### config.mk
export PLATFORM = sky130hd
export DESIGN_NAME = attack_arbiter
export DESIGN_NICKNAME = d
export VERILOG_FILES = /design/src/rtl/attack_arbiter.sv
export SDC_FILE = /design/constraint.sdc
export NUM_CORES = 1
export LEC_CHECK = 0
export ABC_AREA = 1
export BUFFER_PORTS_ARGS = -buffer_cell sky130_fd_sc_hd__buf_2
export CAP_MARGIN = 20
export CORE_AREA = 2 2 408 410
export CTS_BUF_LIST = sky130_fd_sc_hd__clkbuf_8
export DETAILED_ROUTE_END_ITERATION = 8
export DIE_AREA = 0 0 410 412
export PLACE_DENSITY_LB_ADDON = 0.08
export SLEW_MARGIN = 15
export SYNTH_ARGS = -nofsm -noshare
export SYNTH_HDL_FRONTEND = slang
export SYNTH_SLANG_ARGS = --single-unit
### constraint.sdc
create_clock -name clk -period 3 [get_ports clk]
set_input_delay 0.9 -clock clk [delete_from_list [all_inputs] [get_ports clk]]
set_output_delay 0.9 -clock clk [all_outputs]
set_load 0.05 [all_outputs]
### src/rtl/attack_arbiter.sv
// attack_arbiter: round-robin front end sharing one attack evaluator between two requesters.
// Define ATTACK_ARBITER_TIMEOUT_EN to bound the WAIT state to TIMEOUT_CYCLES cycles.
`ifndef PIECE_BITS
`define PIECE_BITS 4
`endif

module attack_arbiter #(
  parameter int PIECE_WIDTH    = `PIECE_BITS,
  parameter int SIDE_WIDTH     = PIECE_WIDTH*8,
  parameter int BOARD_WIDTH    = PIECE_WIDTH*64,
  parameter int TIMEOUT_CYCLES = 256
) (
  input  logic                   clk,
  input  logic                   reset,
  input  logic                   req_0,
  input  logic                   req_1,
  input  logic [BOARD_WIDTH-1:0] board_0,
  input  logic [BOARD_WIDTH-1:0] board_1,
  input  logic                   white_to_move_0,
  input  logic                   white_to_move_1,
  output logic                   done_0,
  output logic                   done_1,
  output logic [63:0]            white_is_attacking,
  output logic [63:0]            black_is_attacking,
  output logic                   timeout,
  output logic                   busy,
  output logic [BOARD_WIDTH-1:0] eval_board,
  output logic                   eval_board_valid,
  output logic                   eval_white_to_move,
  input  logic                   eval_done,
  input  logic [63:0]            eval_white_is_attacking,
  input  logic [63:0]            eval_black_is_attacking
);

  typedef enum logic [1:0] {
    IDLE,
    LAUNCH,
    WAIT,
    RESPOND
  } state_t;

  state_t state;
  logic   pend_0;
  logic   pend_1;
  logic   last_served;
  logic   grant;
  logic   acc_0;
  logic   acc_1;
  logic   want_0;
  logic   want_1;
  logic   pick;
  logic   sel_wtm;
  logic [BOARD_WIDTH-1:0] sel_board;

`ifdef ATTACK_ARBITER_TIMEOUT_EN
  localparam int CNT_W =
    ($clog2(TIMEOUT_CYCLES) > 8) ? $clog2(TIMEOUT_CYCLES) : 8;
  logic [CNT_W-1:0] cnt;
`endif

  // strobes are dropped when already pending or from the requester in service
  assign acc_0 = req_0 & ~pend_0 & ~((state != IDLE) & ~grant);
  assign acc_1 = req_1 & ~pend_1 & ~((state != IDLE) & grant);
  assign want_0 = pend_0 | acc_0;
  assign want_1 = pend_1 | acc_1;
  assign pick = want_1 & (~want_0 | ~last_served);
  assign sel_board = pick ? board_1 : board_0;
  assign sel_wtm = pick ? white_to_move_1 : white_to_move_0;
  assign busy = (state != IDLE);

  always_ff @(posedge clk) begin
    if (reset) begin
      state <= IDLE;
      pend_0 <= 1'b0;
      pend_1 <= 1'b0;
      last_served <= 1'b1;
      grant <= 1'b0;
      done_0 <= 1'b0;
      done_1 <= 1'b0;
      white_is_attacking <= '0;
      black_is_attacking <= '0;
      eval_board <= '0;
      eval_board_valid <= 1'b0;
      eval_white_to_move <= 1'b0;
`ifdef ATTACK_ARBITER_TIMEOUT_EN
      timeout <= 1'b0;
      cnt <= '0;
`endif
    end else begin
      done_0 <= 1'b0;
      done_1 <= 1'b0;
      eval_board_valid <= 1'b0;
      pend_0 <= want_0;
      pend_1 <= want_1;
`ifdef ATTACK_ARBITER_TIMEOUT_EN
      timeout <= 1'b0;
`endif
      unique case (state)
        IDLE: begin
          if (want_0 | want_1) begin
            grant <= pick;
            if (pick) pend_1 <= 1'b0;
            else pend_0 <= 1'b0;
            for (int r = 0; r < 8; r++) begin
              eval_board[r*SIDE_WIDTH +: SIDE_WIDTH]
                <= sel_board[r*SIDE_WIDTH +: SIDE_WIDTH];
            end
            eval_white_to_move <= sel_wtm;
            eval_board_valid <= 1'b1;
            state <= LAUNCH;
          end
        end
        LAUNCH: begin
          state <= WAIT;
`ifdef ATTACK_ARBITER_TIMEOUT_EN
          cnt <= '0;
`endif
        end
        WAIT: begin
`ifdef ATTACK_ARBITER_TIMEOUT_EN
          cnt <= cnt + CNT_W'(1);
`endif
          if (eval_done) begin
            white_is_attacking <= eval_white_is_attacking;
            black_is_attacking <= eval_black_is_attacking;
            done_0 <= ~grant;
            done_1 <= grant;
            state <= RESPOND;
          end
`ifdef ATTACK_ARBITER_TIMEOUT_EN
          else if (cnt == CNT_W'(TIMEOUT_CYCLES-1)) begin
            white_is_attacking <= '0;
            black_is_attacking <= '0;
            timeout <= 1'b1;
            done_0 <= ~grant;
            done_1 <= grant;
            state <= RESPOND;
          end
`endif
        end
        RESPOND: begin
          last_served <= grant;
          state <= IDLE;
        end
      endcase
    end
  end

`ifndef ATTACK_ARBITER_TIMEOUT_EN
  assign timeout = 1'b0;
`endif

endmodule

==> metrics.md, run 1 <==
| Metric | Value |
|---|---|
| Status | `completed` |
| CP arrival | `1.88 ns` |
| Die X | `roughly 410 um` |
| Skew final | `between 0.06 and 0.07 ns` |
| Setup WS post-layout | `approximately 0.22 ns` |
| Setup violations, final | `0` |
| Die ar. | `169,000 sq um` |
| Setup TNS | `0 ns` |
| Fin cells | `roughly 6,400` |
| Syn Nets | `roughly 3,800` |
| Hold WC Path Type | `in2reg` |
| Starting DRT DRC Count | `between 900 and 1,000` |
| WL/cell | `roughly 19 um` |
| PwrDens | `approximately 1300 nW/um^2` |
| CTS tree | `yes` |
| Crit-path leading delay family | `buffers and inverters` |
| Clock transition at path regs | `about 0.060 ns` |
| Period utilization | `a little over 90%` |
| Ys Warns | `0` |
| Num ports | `roughly 1,000` |
| Routability cong. | `0.812` |
| Nets@finish | `around 4,700` |
| Core Area | `around 160,000 sq um` |
| VDD IR max | `between 400 and 500 uV` |
| Worst path required time | `2.10 ns` |
| Critical Path Max Stage Delay | `about 0.38 ns` |
| Place WS | `0.359 ns` |
| DR pass1 iterations | `7` |
| Worst setup SP type | `flip-flop` |
| Setup Fix Bufs, Post-CTS | `0` |
| P_leak | `15.1 nW` |
| GRT Util Overall | `about 14%` |
| Row Count | `approximately 150` |
| # hold bufs at CTS | `0` |
| RSZ-0062 raised after global routing | `no` |
| Crit path time final | `between 2 and 3 ns` |
| Vias in the first global route | `roughly 23,000` |
| WHS | `0.349 ns` |
| H-tree depth | `3` |
| Critical path buffer and inverter count | `3` |
| # clock sinks | `about 400` |
| Final Max Slew Viols | `0` |
| # port buffers | `a little over 1,000` |
| Slew Limit Headroom | `a little over half` |
| CTS root buf | `clkbuf_8` |
| Largest net degree at the start of global routing | `85` |
| Worst skew pair latency | `about 0.8 ns` |
| Crit path max fanout | `6` |
| DRC errors left | `0` |
| DP Wirelength | `94,500 um` |
| Total CTS buffers | `just over 90` |
| Setup crit end kind | `primary output` |
| Initial antenna violation count | `73` |
| Antenna Nets Post-Route | `0` |
| Initial core utilization | `between 10% and 20%` |
| P&R area growth vs syn | `50.3%` |
| Via count | `around 23,000` |
| Post-Place Cells | `slightly above 6,000` |
| Final WL | `approximately 120,000 um` |
| Critical path cell sequence | `inv_1 > ha_1 > inv_2 > buf_4` |
| Fmax | `around 360 MHz` |
| First-pass GRT wire length | `roughly 170,000 um` |
| Die Y | `412 um` |
| Via density | `around 3.6` |
| Critical path type | `reg2out` |
| Fillers | `~19,000` |
| Post-synthesis sequential area ratio | `39.8%` |
| Max Cap Viol | `0` |
| Slew of the pin with the lowest slew margin | `about 0.71 ns` |
| Synth unique cells | `24` |
| Mean Syn Cell Area | `around 6.3 sq um` |
| Fin util | `18.1%` |
| Yosys reg bits | `approximately 390` |
| Slowest CP cell | `dfxtp_1` |
| Final Hold Vio Count | `0` |
| Layout cell share with drive strength beyond 1 | `between 30 and 40%` |
| Max clock buf depth | `3` |
| Mapped Area | `approximately 20,000 sq um` |
| Grt total ovfl | `0` |
| Gate Count Post-Synth | `3,122` |
## layout make-up
cell class | count | area, sq um | area share [%]
well taps | 2189 | 2740 | 9.20
repair buffers | 1118 | 6260 | 21.0
multi-input cells | 2218 | 9870 | 33.2
flip-flops and latches | 394 | 7890 | 26.5
inverters | 268 | 1020 | 3.41
clock inverters | 42 | 303 | 1.02
diodes | 18 | 45.0 | 0.151
clock buffers | 119 | 1640 | 5.50
## tightest hold or removal path, stage by stage
cell	delay, ns
buf_2	0.07
o21ai_0	0.07
nor2_1	0.08
## layout by cell type, fill, tap and decap left out, types with 4 or more instances in the layout
cell type  Yosys  routed
buf_2        105    1034
a21oi_1        4       4
buf_12         0      36
nand3_1      259     259
nor2_1       774     774
o21ai_0      131     131
diode_2        0      18
a21boi_0     196     196
clkinv_2       0       6
inv_1        266     292
dfxtp_1      394     394
a21boi_1      61      61
nand2_1      781     779
clkbuf_8       0     119
buf_4          6      48
## final timing paths
kind | startpoint | endpoint | slack [ns] | depth (start not counted)
hold / removal | eval_white_is_attacking[46] | white_is_attacking[46] | 0.35 | 3
setup reg to reg | state[0] | eval_board[137] | 0.55 | 10
hold reg to reg | black_is_attacking[55] | black_is_attacking[55] | 0.48 | 2
setup / recovery | state[1] | busy | 0.22 | 4
## layer usage
metal | GRT usage (%) | share of wire [%] | vias up | wire, um
met5 | 0 | 0.30 | - | 362
met4 | 3.59 | 2.1 | 60 | 2530
met3 | 4.54 | 7.2 | 227 | 8810
met2 | 25.0 | 50 | 643 | 61700
met1 | 15.6 | 40 | 10253 | 48800
li1 | - | - | 11606 | -
## registers in the layout (all words and copies together) (netlist names), 2 cells and up
name                cells
eval_board            256
white_is_attacking     64
black_is_attacking     64
state                   2
## stage by stage
stage                     instance area [sq um]  power [mW]
after floorplan                           19800        24.5
after global placement                    27800        32.4
after detailed placement                  27800        32.4
after CTS                                 29700        39.7
after global routing                      29700        41.8
final                                     29800        38.6
## Yosys cell counts, drive strengths merged
cell type / instances / area [sq um]
nor3b: 1 / 7.51
conb: 1 / 3.75
nand3: 259 / 1300
buf: 121 / 623
o21ai: 133 / 669
nor3: 1 / 5.00
clkbuf: 121 / 454
ha: 3 / 37.5
nand2: 783 / 2940
dfxtp: 394 / 7890
a21boi: 257 / 1930
inv: 268 / 1010
a211oi: 1 / 7.51
a21oi: 4 / 20.0
nor2: 775 / 2910
## cell families (layout without fill, tap and decap cells)
| family | Yosys count | after routing | share of synthesized area [%] |
|---|---|---|---|
| AOI/OAI and AO/OA | 395 | 395 | 13.3 |
| buffers and inverters | 510 | 1547 | 10.5 |
| DFF | 394 | 394 | 39.8 |
| and+or+nand+nor | 1819 | 1819 | 36.2 |
| adders and majority gates | 3 | 3 | 0.190 |
| other | 1 | 19 | 0.0189 |
## where the power goes
group | switching [mW] | internal (mW)
sequential | 1.15 | 7.34
combinational | 17.3 | 5.81
clock | 3.15 | 3.76
total | 21.6 | 16.9
## timing repair
item / 4_1_cts / 5_1_grt
hold endpoints to repair: 0 / 0
endpoints found under the setup margin: 1 / 0
resized for setup: 1 / 0
(Power assumes the default switching activity.)
==> run 2, diff against run 1 <==
- clock period: 3 -> 3.6 ns (I/O delays scaled with it)
==> metrics.md, run 2 (synthesis results as in run 1) <==
| Metric | Value |
|---|---|
| Setup TNS | `0 ns (unchanged)` |
| Fmax | `about 320 MHz` |
| Layout cell share with drive strength beyond 1 | `29.7% (-0.57 points)` |
| DRC errors left | `0 (unchanged)` |
| Initial core utilization | `12.1% (unchanged)` |
| Antenna Nets Post-Route | `0 (unchanged)` |
| Starting DRT DRC Count | `945 (-1.2%)` |
| CTS tree | `yes` |
| Critical path type | `reg2out` |
| Fin area | `29,400 sq um (-1.1%)` |
| Metal2 WL | `59,000 um (-4.4%)` |
| Total CTS buffers | `95 (+2.2%)` |
| Crit path max fanout | `6 (unchanged)` |
| Skew final | `0.0522 ns (-0.0126 ns)` |
| Crit path time final | `3.09 ns` |
| RSZ-0062 raised after global routing | `no` |
| Row Count | `149 (unchanged)` |
| Largest regs | `eval_board: 256 flops, black_is_attacking: 64 flops, white_is_attacking: 64 flops` |
| WL/cell | `18.9 um (-1.3%)` |
| Worst skew pair latency | `0.81 ns (about the same)` |
| CTS root buf | `clkbuf_8` |
| Met3 WL | `9430 um (+7.0%)` |
| Grt total ovfl | `0 (unchanged)` |
| DR top layer | `met5` |
| Clock transition at path regs | `0.07 ns (about the same)` |
| Slew Limit Headroom | `35.9% (-16 points)` |
| First-pass GRT wire length | `167,000 um (-1.4%)` |
| Initial antenna violation count | `96 (+32%)` |
| H-tree depth | `3 (unchanged)` |
| Setup Fix Bufs, Post-CTS | `0 (unchanged)` |
| Routability cong. | `0.807 (-0.53%)` |
| Most frequent cells in the layout | `buf_2 (1,035), nand2_1 (779), nor2_1 (774), dfxtp_1 (394), inv_1 (306)` |
| Die X | `410 um (unchanged)` |
| Num ports | `1,037 (unchanged)` |
| DR pass1 iterations | `5 (-2)` |
| Final Hold Vio Count | `0 (unchanged)` |
| VDD IR max | `548 uV (+18%)` |
| Worst path required time | `2.52 ns (+0.42 ns)` |
| Commonest non-fill, non-tap cell in the layout | `buf_2` |
| Die ar. | `169,000 sq um (unchanged)` |
| Core Area | `164,000 sq um (unchanged)` |
| Fin cells | `6,354 (-0.19%)` |
| Multi-input logic area | `9870 sq um (unchanged)` |
| Hold WC Path Type | `reg2reg` |
| Setup crit end kind | `primary output` |
| P_leak | `15.0 nW (-0.80%)` |
| Largest net degree at the start of global routing | `101 (+19%)` |
| DP Wirelength | `92,500 um (-2.2%)` |
| Worst setup SP type | `flip-flop` |
| Via density | `3.60 (+0.47%)` |
| Post-Place Cells | `6,171 (-0.26%)` |
| Die Y | `412 um (unchanged)` |
| P&R area growth vs syn | `48.6%` |
| PwrDens | `1070 nW/um^2 (-17%)` |
| Period utilization | `between 80% and 90%` |
| Register area | `7890 sq um (unchanged)` |
| Post-CTS Resized | `0 (-1)` |
| Max clock buf depth | `3 (unchanged)` |
| Final Max Slew Viols | `0 (unchanged)` |
| # port buffers | `1,035 (unchanged)` |
| Setup violations, final | `0 (unchanged)` |
| Final WL | `120,000 um (-1.5%)` |
| Max reg flops | `256 (unchanged)` |
| # clock sinks | `394 (unchanged)` |
| CP arrival | `2.01 ns (+0.13 ns)` |
| Nets@finish | `4,729 (-0.30%)` |
| Vias in the first global route | `22,418 (-1.9%)` |
| Slew of the pin with the lowest slew margin | `0.961 ns (+0.252 ns)` |
| Status | `completed` |
| Routed length on met1 | `47,100 um (-3.4%)` |
| Dpl cell area | `27,600 sq um (-0.70%)` |
| Register bank with the most flops | `eval_board` |
| Max Cap Viol | `0 (unchanged)` |
| GRT Util Overall | `13.7% (-0.21 points)` |
| # hold bufs at CTS | `0 (unchanged)` |
| Via count | `22,853 (+0.28%)` |
| Fin util | `17.9% (-0.20 points)` |
| Fillers | `19,250 (+0.24%)` |
run 2: cell types whose count changed in the layout (fill, tap and decap cells not counted), sizes merged:
cell,previous run,this run
buf,1118,1102
inv,302,316
clkbuf,119,111
diode,18,20
bufinv,2,0
clkinv,6,4
run 2: path summary, 6_finish.rpt:
| check | startpoint | end | slack, ns | cells after the start |
|---|---|---|---|---|
| max | state[1] | busy | 0.51 | 4 |
| min | black_is_attacking[40] | black_is_attacking[40] | 0.47 | 2 |
| max reg2reg | state[0] | eval_board[137] | 0.86 | 10 |
| min reg2reg | black_is_attacking[40] | black_is_attacking[40] | 0.47 | 2 |
run 2: final cells by class:
type,count,area share [%]
inverter,268,3.45
clock inverter,52,0.952
clock buffer,111,5.19
timing repair buffer,1102,20.6
tap,2189,9.31
sequential,394,26.8
antenna,20,0.170
multi-input combinational,2218,33.5
run 2: worst max-delay path, cell delays in order (launching register included):
cell and delay (ns):
dfxtp_1 0.39, inv_1 0.06, ha_1 0.29, inv_2 0.15, buf_2 0.33
run 2: stage by stage:
step / total power, mW / setup slack (ns) / hold WS [ns]
global route: 34.2 / 0.318 / 0.451
CTS: 32.4 / 0.324 / 0.360
global placement: 26.7 / 0.681 / 0.461
detailed placement: 26.6 / 0.642 / 0.465
floorplan: 20.4 / 1.40 / 0.454
finish: 31.5 / 0.509 / 0.474
run 2: power by group:
group          leakage [nW]  switching, mW  internal (mW)
clock                  1.08           2.58           2.81
sequential             3.25          0.906           6.12
combinational          10.7           14.4           4.68
run 2: layer usage:
layer	vias up	global-route usage [%]
met4	68	5.69
met1	10207	15.1
met2	708	23.6
li1	11574	-
met5	-	0
met3	296	4.92
